$ cat src/rtl/apb_counter_regs_if.sv
// ---------------------------------------------------------------------------
// apb_counter_regs_if
//   APB3 signal bundle between the interconnect (master) and the counter
//   register front-end (slave).
//
//   psel, penable, pwrite  : transfer control (master -> slave)
//   paddr  [ADDR_W]        : byte address (master -> slave)
//   pwdata [DATA_W]        : write data (master -> slave)
//   prdata [DATA_W]        : read data (slave -> master)
//   pready                 : transfer complete (slave -> master)
//   pslverr                : transfer error (slave -> master)
// ---------------------------------------------------------------------------
interface apb_counter_regs_if #(
    parameter int ADDR_W = 4,
    parameter int DATA_W = 32
) ();
    logic              psel;
    logic              penable;
    logic              pwrite;
    logic [ADDR_W-1:0] paddr;
    logic [DATA_W-1:0] pwdata;
    logic [DATA_W-1:0] prdata;
    logic              pready;
    logic              pslverr;

    modport master (
        output psel, penable, pwrite, paddr, pwdata,
        input  prdata, pready, pslverr
    );

    modport slave (
        input  psel, penable, pwrite, paddr, pwdata,
        output prdata, pready, pslverr
    );
endinterface

$ cat src/rtl/apb_counter_regs.sv
// ---------------------------------------------------------------------------
// apb_counter_regs
//   APB3 register front-end for the mod-(MOD_MAX+1) counter stage. Drives the
//   counter enable and clear, samples the counter value, counts MOD_MAX->0
//   wrap events, flags illegal counter values and raises a level interrupt
//   on wrap.
//
//   Register map (word offsets):
//     0x0 CTRL   RW  bit0 EN, bit1 IRQ_EN, bit2 SOFT_CLR (write-1 pulse, reads 0)
//     0x4 VALUE  RO  {zeros, cnt_q}
//     0x8 WRAPS  RW  {zeros, wrap_cnt}, any write clears
//     0xC STATUS W1C bit0 WRAP_PEND, bit1 ERR
//
//   Ports:
//     clk      : clock, rising edge
//     reset_n  : synchronous active-low reset
//     apb      : APB3 slave bundle (apb_counter_regs_if.slave)
//     cnt_q    : counter value from the counter stage
//     cnt_en   : counter run enable (CTRL.EN)
//     cnt_clr  : one-cycle counter clear pulse
//     irq      : level interrupt, IRQ_EN & WRAP_PEND
//
//   APB FSM:
//     state  | meaning
//     IDLE   | no transfer in progress; waits for psel & !penable
//     SETUP  | address phase seen; read data is captured leaving this state
//     ACCESS | pready asserted while psel & penable; writes commit at its end
// ---------------------------------------------------------------------------
module apb_counter_regs #(
    parameter int ADDR_W  = 4,
    parameter int DATA_W  = 32,
    parameter int WRAP_W  = 16,
    parameter int MOD_MAX = 5
) (
    input  logic                     clk,
    input  logic                     reset_n,
    apb_counter_regs_if.slave        apb,
    input  logic [3:0]               cnt_q,
    output logic                     cnt_en,
    output logic                     cnt_clr,
    output logic                     irq
);

    localparam logic [3:0] MOD_MAX_Q = 4'(MOD_MAX);

    localparam logic [1:0] IDX_CTRL   = 2'd0;
    localparam logic [1:0] IDX_VALUE  = 2'd1;
    localparam logic [1:0] IDX_WRAPS  = 2'd2;
    localparam logic [1:0] IDX_STATUS = 2'd3;

    typedef enum logic [1:0] {
        IDLE   = 2'd0,
        SETUP  = 2'd1,
        ACCESS = 2'd2
    } state_t;

    state_t              state;
    state_t              state_nxt;

    // Register state
    logic                ctrl_en;
    logic                ctrl_irq_en;
    logic                clr_pulse;
    logic                clr_d;
    logic [3:0]          q_prev;
    logic [WRAP_W-1:0]   wrap_cnt;
    logic                wrap_pend;
    logic                err_flag;
    logic [DATA_W-1:0]   prdata_q;

    // Decode / strobes
    logic [1:0]          reg_idx;
    logic                addr_err;
    logic                xfer_err;
    logic                access_hit;
    logic                wr_commit;
    logic                wr_ctrl;
    logic                wr_wraps;
    logic                wr_status;
    logic [DATA_W-1:0]   rd_data;
    logic                wrap_evt;
    logic                illegal_q;
    logic                unused_pwdata;

    assign unused_pwdata = ^apb.pwdata[DATA_W-1:3];

    // -----------------------------------------------------------------------
    // Address decode and error classification
    // -----------------------------------------------------------------------
    assign reg_idx  = apb.paddr[3:2];
    assign addr_err = (apb.paddr[1:0] != 2'b00) || (32'(apb.paddr) > 32'hC);
    // VALUE is read-only; a write to it is reported rather than ignored.
    assign xfer_err = addr_err || (apb.pwrite && (reg_idx == IDX_VALUE));

    // -----------------------------------------------------------------------
    // APB FSM: state register
    // -----------------------------------------------------------------------
    always_ff @(posedge clk) begin
        if (!reset_n) begin
            state <= IDLE;
        end else begin
            state <= state_nxt;
        end
    end

    // -----------------------------------------------------------------------
    // APB FSM: next state and transfer strobes
    // -----------------------------------------------------------------------
    always_comb begin
        state_nxt  = state;
        access_hit = 1'b0;
        unique case (state)
            IDLE: begin
                // psel & penable here is a protocol violation: no response.
                if (apb.psel && !apb.penable) begin
                    state_nxt = SETUP;
                end
            end
            SETUP: begin
                state_nxt = ACCESS;
            end
            ACCESS: begin
                access_hit = apb.psel && apb.penable;
                if (apb.psel && !apb.penable) begin
                    state_nxt = SETUP;
                end else begin
                    state_nxt = IDLE;
                end
            end
            default: begin
                state_nxt = IDLE;
            end
        endcase
    end

    assign wr_commit = access_hit && apb.pwrite && !xfer_err;
    assign wr_ctrl   = wr_commit && (reg_idx == IDX_CTRL);
    assign wr_wraps  = wr_commit && (reg_idx == IDX_WRAPS);
    assign wr_status = wr_commit && (reg_idx == IDX_STATUS);

    assign apb.pready  = access_hit;
    assign apb.pslverr = access_hit && xfer_err;
    assign apb.prdata  = prdata_q;

    // -----------------------------------------------------------------------
    // Read mux
    // -----------------------------------------------------------------------
    always_comb begin
        rd_data = '0;
        unique case (reg_idx)
            IDX_CTRL:   rd_data = DATA_W'({ctrl_irq_en, ctrl_en});
            IDX_VALUE:  rd_data = DATA_W'(cnt_q);
            IDX_WRAPS:  rd_data = DATA_W'(wrap_cnt);
            IDX_STATUS: rd_data = DATA_W'({err_flag, wrap_pend});
            default:    rd_data = '0;
        endcase
    end

    // prdata is captured on the SETUP->ACCESS edge and held zero elsewhere,
    // so it never glitches with the live address or counter value.
    always_ff @(posedge clk) begin
        if (!reset_n) begin
            prdata_q <= '0;
        end else if (state == SETUP && !apb.pwrite && !xfer_err) begin
            prdata_q <= rd_data;
        end else begin
            prdata_q <= '0;
        end
    end

    // -----------------------------------------------------------------------
    // Counter monitoring
    // -----------------------------------------------------------------------
    // clr_d masks the MOD_MAX->0 step caused by our own clear pulse.
    assign wrap_evt  = (q_prev == MOD_MAX_Q) && (cnt_q == 4'd0) && !clr_d;
    assign illegal_q = cnt_q > MOD_MAX_Q;

    // -----------------------------------------------------------------------
    // Register file
    // -----------------------------------------------------------------------
    always_ff @(posedge clk) begin
        if (!reset_n) begin
            ctrl_en     <= 1'b0;
            ctrl_irq_en <= 1'b0;
            clr_pulse   <= 1'b0;
            clr_d       <= 1'b0;
            q_prev      <= 4'd0;
            wrap_cnt    <= '0;
            wrap_pend   <= 1'b0;
            err_flag    <= 1'b0;
        end else begin
            q_prev    <= cnt_q;
            clr_d     <= clr_pulse;
            clr_pulse <= wr_ctrl && apb.pwdata[2];

            if (wr_ctrl) begin
                ctrl_en     <= apb.pwdata[0];
                ctrl_irq_en <= apb.pwdata[1];
            end

            // A clearing write that coincides with a wrap keeps that wrap.
            if (wr_wraps) begin
                wrap_cnt <= wrap_evt ? WRAP_W'(1) : '0;
            end else if (wrap_evt && (wrap_cnt != '1)) begin
                wrap_cnt <= wrap_cnt + WRAP_W'(1);
            end

            // W1C with set priority: a new event is never lost to a clear.
            wrap_pend <= (wrap_pend && !(wr_status && apb.pwdata[0])) || wrap_evt;
            err_flag  <= (err_flag  && !(wr_status && apb.pwdata[1])) || illegal_q;
        end
    end

    assign cnt_en  = ctrl_en;
    assign cnt_clr = clr_pulse;
    assign irq     = ctrl_irq_en && wrap_pend;

endmodule

$ cat src/flat_wrapper.sv
// flat-port wrapper written by rule: the top's interface ports become plain ports
module apb_counter_regs_flat 
#(
    parameter int ADDR_W  = 4,
    parameter int DATA_W  = 32,
    parameter int WRAP_W  = 16,
    parameter int MOD_MAX = 5
)
  (clk, reset_n, cnt_q, cnt_en, cnt_clr, irq, apb_psel, apb_penable, apb_pwrite, apb_paddr, apb_pwdata, apb_prdata, apb_pready, apb_pslverr);
  apb_counter_regs_if #(.ADDR_W(ADDR_W), .DATA_W(DATA_W)) apb_i ();
  input  logic clk;
  input  logic reset_n;
  input  logic [3:0] cnt_q;
  output logic cnt_en;
  output logic cnt_clr;
  output logic irq;
  input wire logic [$bits(apb_i.psel)-1:0] apb_psel;
  input wire logic [$bits(apb_i.penable)-1:0] apb_penable;
  input wire logic [$bits(apb_i.pwrite)-1:0] apb_pwrite;
  input wire logic [$bits(apb_i.paddr)-1:0] apb_paddr;
  input wire logic [$bits(apb_i.pwdata)-1:0] apb_pwdata;
  output wire logic [$bits(apb_i.prdata)-1:0] apb_prdata;
  output wire logic [$bits(apb_i.pready)-1:0] apb_pready;
  output wire logic [$bits(apb_i.pslverr)-1:0] apb_pslverr;
  assign apb_i.psel = apb_psel;
  assign apb_i.penable = apb_penable;
  assign apb_i.pwrite = apb_pwrite;
  assign apb_i.paddr = apb_paddr;
  assign apb_i.pwdata = apb_pwdata;
  assign apb_prdata = apb_i.prdata;
  assign apb_pready = apb_i.pready;
  assign apb_pslverr = apb_i.pslverr;
  apb_counter_regs #(.ADDR_W(ADDR_W), .DATA_W(DATA_W), .WRAP_W(WRAP_W), .MOD_MAX(MOD_MAX)) u_core (.clk(clk), .reset_n(reset_n), .apb(apb_i), .cnt_q(cnt_q), .cnt_en(cnt_en), .cnt_clr(cnt_clr), .irq(irq));
endmodule
$ cat config.mk
export PLATFORM = sky130hd
export DESIGN_NAME = apb_counter_regs_flat
export DESIGN_NICKNAME = d
export VERILOG_FILES = /design/src/rtl/apb_counter_regs_if.sv /design/src/rtl/apb_counter_regs.sv /design/src/flat_wrapper.sv
export SDC_FILE = /design/constraint.sdc
export NUM_CORES = 1
export LEC_CHECK = 0
export ABC_CLOCK_PERIOD_IN_PS = 5500
export CORE_ASPECT_RATIO = 0.8
export CORE_MARGIN = 5
export CORE_UTILIZATION = 45
export CTS_CLUSTER_DIAMETER = 100
export DETAILED_ROUTE_END_ITERATION = 8
export GPL_ROUTABILITY_DRIVEN = 0
export GPL_TIMING_DRIVEN = 0
export PLACE_DENSITY = 0.94
export SLEW_MARGIN = 0
export SYNTH_ARGS = -nofsm -noshare
export SYNTH_HDL_FRONTEND = slang
export SYNTH_SLANG_ARGS = --single-unit
$ cat constraint.sdc
create_clock -name clk -period 5.5 [get_ports clk]
set_input_delay 0.825 -clock clk [delete_from_list [all_inputs] [get_ports clk]]
set_output_delay 0.825 -clock clk [all_outputs]
set_load 0.01 [all_outputs]
Word-level counts from Yosys, hierarchy flattened
Index checks and enable logic that the tools add are counted.
{"block": "classes", "reduce_logical": 36, "n_lt_le_gt_ge": 2, "n_eq_ne": 8, "n_mux": 8, "n_addsub": 1}
{"cell": "32-bit case mux with 4 select lines", "count": 1}
{"cell": "16-bit two-way mux", "count": 2}
{"cell": "1-bit logical AND", "count": 20}
{"cell": "16-bit by 1-bit adder with 16-bit output, second input constant", "count": 1}
{"cell": "16-bit != test, second input constant", "count": 1}
{"cell": "2-bit == test, second input constant", "count": 3}
{"cell": "1-bit zero test", "count": 6}
{"cell": "2-bit case mux with 3 select lines", "count": 1}
{"cell": "2-bit by 1-bit == test with 1-bit output, second input constant", "count": 2}
{"cell": "4-bit by 3-bit == test with 1-bit output, second input constant", "count": 1}
{"cell": "4-bit by 3-bit greater-than comparator with 1-bit output, second input constant", "count": 1}
{"cell": "4-bit greater-than comparator, second input constant", "count": 1}
{"cell": "2-bit zero test", "count": 2}
{"cell": "4-bit zero test", "count": 1}
{"cell": "1-bit logical OR", "count": 4}
{"cell": "2-bit nonzero test", "count": 2}
{"cell": "1-bit two-way mux", "count": 3}
{"cell": "2-bit two-way mux", "count": 1}
{"cell": "2-bit by 1-bit != test with 1-bit output, second input constant", "count": 1}
{"cell": "2-bit AND reduction", "count": 1}
{"block": "totals", "out_inout_bits": 37, "register_bits": 60}

Logic depth before layout (Yosys ltp)
{"block": "logic_depth", "word_depth": 10, "ltp_mapped": 7, "depth_no_buf": 6}

Least setup slack after synthesis
No wires, ideal clock.
{"block": "synth_path", "path_kind": "input-to-output", "from": "in apb_paddr[2]", "to": "out apb_pslverr", "path_buffers": 1, "t_required_ns": 4.675, "setup_slack_ns": 3.020, "stages": 4, "t_arrival_ns": 1.655, "cell_sequence": "clkbuf_1 > nor2b_1 > nand2_1 > a21boi_0"}
{"block": "synth_between", "elab_chain_cells": 4, "elab_cells_between_ends": 6, "classes_between": "order compare (1); eq/ne (1); reduce/logical (4)"}
{"item": "start, declared", "line_no": "flat_wrapper.sv:20", "text": "input wire logic [$bits(apb_i.paddr)-1:0] apb_paddr;"}
{"item": "4-bit greater-than comparator or 2-bit by 1-bit == test with 1-bit output (tied branches)", "line_no": "apb_counter_regs.sv:91, apb_counter_regs.sv:93"}
{"item": "1-bit logical OR or 1-bit logical AND (tied branches)", "line_no": "apb_counter_regs.sv:91, apb_counter_regs.sv:93"}
{"item": "1-bit logical OR *", "line_no": "apb_counter_regs.sv:93", "text": "assign xfer_err = addr_err || (apb.pwrite && (reg_idx == IDX_VALUE));"}
{"item": "1-bit logical AND *", "line_no": "apb_counter_regs.sv:142", "text": "assign apb.pslverr = access_hit && xfer_err;"}
{"item": "end, declared", "line_no": "flat_wrapper.sv:24", "text": "output wire logic [$bits(apb_i.pslverr)-1:0] apb_pslverr;"}
Every way passes the cells marked *; elsewhere a longest branch is shown, timed or not.

Final worst setup path
{"block": "layout_path", "from": "in apb_paddr[3]", "to": "out apb_pslverr"}
The elaborated chain is that of the path after synthesis.

==> flow_summary.toml <==
[logic_synthesis]
synth_cells = 199
yosys_register_bits = 44
yosysSeqAreaShare_pct = 47.2
yosysWarningCount = 0
ys_async_sr_fraction_pct = 0
synth_flop_cell = "dfxtp_1"
netlist_area_um2 = 1870
syn_area_per_cell_um2 = 9.39
ys_types = 37
synth_edf_count = 0

[power]
ir_drop_v = 0.000121
p_seq_share_pct = 59.3
swShare_pct = 21.1
leakage_nw = 0.925
power_density_nw_per_um2 = 225
pwr-share-comb_pct = 7.2
pwr-share-clk_pct = 33.5
p_int_uw = 428
power_switching_uw = 115

[floorplan]
dieWidth_um = 82.0
core_area_um2 = 4100
die_h_um = 67.6
dieArea_um2 = 5550
initial_core_util_pct = 45.6
row_count = 21
io_pins = 82

[routing]
via_count = 1499
finalWirelength_mm = 3.65
avgViaCountPerCell = 4.80
drc = 0
drt-pass1-iter-count = 5
post_drt_wl_per_cell_um = 11.7
ant_nets = 0
drt_iter0_drc = 107

[setup_path]
cp_data_required_time_ns = 4.68
crit_type = "input pin to primary output"
cp-start-kind = "input pin"
worstPathArrival_ns = 2.42
worstSetupEndpointType = "primary output"
crit_path_max_fanout = 7

[clocking]
cts_root_buffer = "clkbuf_8"
cts.sinks = 44
clk_latency_ns = 0.29
hold_buffers = 0
post_cts_buffers = 0
ctsResizeCount = 0
ctsHtreeMaxLevel = 2
cts_buffers = 5
cts_tree = "built"
clock_path_buffers = 2
clk_pin_slew_ns = 0.07

[grt]
track_usage_pct = 14.2
grt_overflow_total = 0
antenna_found_initial = 0
grt_pass1_wl_mm = 6.15
grt_pass1_vias = 1429
grt_max_degree = 13

[timing]
finalMaxSlewViolations = 0
hold_viol = 0
rsz0062_at_grt = "false"
finalCriticalPeriod_ns = 3.24
maxSlewHeadroom_pct = 64.7
worst_slew_pin_slew_ns = 0.528
finalSetupViolCount = 0
timing.setup.tns_ns = 0
skew_ns = 0.00346
setup_slack_ns = 2.26
period_share_pct = 59.0
timing.fmax_mhz = 308

[outcome]
outcome = "finished, final reports clean"

[cells_and_area]
final_common_cell = "dfxtp_1"
area_growth_pct = 29.2
nets = 301
drive_above_1_share_pct = 11.8
n_fill_cell = 351
antenna_cells = 0
final_cell_mix = "dfxtp_1 (44), clkdlybuf4s50_1 (34), nor2_1 (20)"

[placement]
numPortBuffers = 34
place_ws_ns = 2.25
hpwl_mm = 2.79

[worst_hold_path]
min_path_type = "flip-flop to flip-flop"

[run]
cap_violations = 0
worst max-delay path: stages:
cell             delay [ns]
clkdlybuf4s50_1        0.52
nor2b_1                0.27
nand2_1                0.08
a21boi_0               0.16
clkdlybuf4s50_1        0.56
power groups by stage:
stage	Combinational (mW)	Sequential (mW)	Clock (mW)
2_1_floorplan	0.0238	0.329	0
3_3_place_gp	0.0378	0.329	0
3_5_place_dp	0.0383	0.329	0
4_1_cts	0.0384	0.322	0.185
5_1_grt	0.0429	0.322	0.198
6_report	0.0391	0.322	0.182
final cells by class:
| cell class | instances | area (µm²) | area share, % |
|---|---|---|---|
| buffer | 24 | 160 | 6.64 |
| timing repair buffer | 34 | 340 | 14.1 |
| inverter | 1 | 3.75 | 0.156 |
| clock inverter | 1 | 5.00 | 0.207 |
| clock buffer | 6 | 72.6 | 3.01 |
| tap | 57 | 71.3 | 2.95 |
| multi-input combinational | 145 | 880 | 36.4 |
| sequential | 44 | 881 | 36.5 |
path summary, 6_finish.rpt:
path                           start                  to  slack (ns)  depth (start not counted)
setup / recovery        apb_paddr[3]         apb_pslverr        2.26                          5
hold / removal       u_core.state[0]     u_core.state[0]        0.44                          1
setup reg to reg  u_core.wrap_cnt[0]  u_core.wrap_cnt[5]        3.39                          7
hold reg to reg      u_core.state[0]     u_core.state[0]        0.44                          1
logic make-up (layout without fill, tap and decap cells):
family	after synthesis	after routing	share of synthesized area, %
compound gates	17	17	5.49
other cells	1	16	0.201
fa+ha+maj	1	1	0.670
mux	2	2	2.41
simple gates	98	98	30.1
flops	44	44	47.2
xor+xnor	11	11	5.16
buf+inv	25	66	8.77
state kept, by name (all words and copies together) (netlist names):
register            count
u_core.apb.prdata      16
u_core.clr_d            1
u_core.cnt_clr          1
u_core.cnt_en           1
u_core.ctrl_irq_en      1
u_core.err_flag         1
u_core.q_prev           4
u_core.state            2
u_core.wrap_cnt        16
u_core.wrap_pend        1
synth_stat cells (4+ instances only):
library cell | instances | area, µm²
a21oi_1 | 7 | 35.0
and2_1 | 18 | 113
and3_1 | 6 | 37.5
buf_4 | 16 | 120
clkbuf_1 | 5 | 18.8
dfxtp_1 | 44 | 881
nand2_1 | 13 | 48.8
nand3_1 | 9 | 45.0
nand4_1 | 6 | 37.5
nor2_1 | 20 | 75.1
nor3_1 | 5 | 25.0
nor4_1 | 4 | 25.0
o21ai_0 | 4 | 20.0
or3_1 | 4 | 25.0
xnor2_1 | 10 | 87.6
layer usage:
metal / track usage (%) / routed length (µm) / share of wire [%] / vias to the layer above
met3: 3.87 / 246 / 6.7 / 9
met2: 24.1 / 1780 / 49 / 58
met1: 16.5 / 1550 / 42 / 667
li1: - / - / - / 765
met4: 6.85 / 74 / 2.0 / 0
met5: 0 / 0 / 0 / -
metrics by stage:
stage | hold WS [ns] | instance area (µm²) | util [%] | instances | power [mW]
floorplan | 0.404 | 1920 | - | 214 | 0.353
global placement | 0.422 | 2340 | 57.0 | 305 | 0.367
detailed placement | 0.430 | 2340 | 57.0 | 305 | 0.368
CTS | 0.440 | 2410 | 58.9 | 312 | 0.545
global route | 0.457 | 2410 | 58.9 | 312 | 0.562
finish | 0.440 | 2410 | 58.9 | 312 | 0.543
Note: power is estimated with default switching activity, not from simulation.
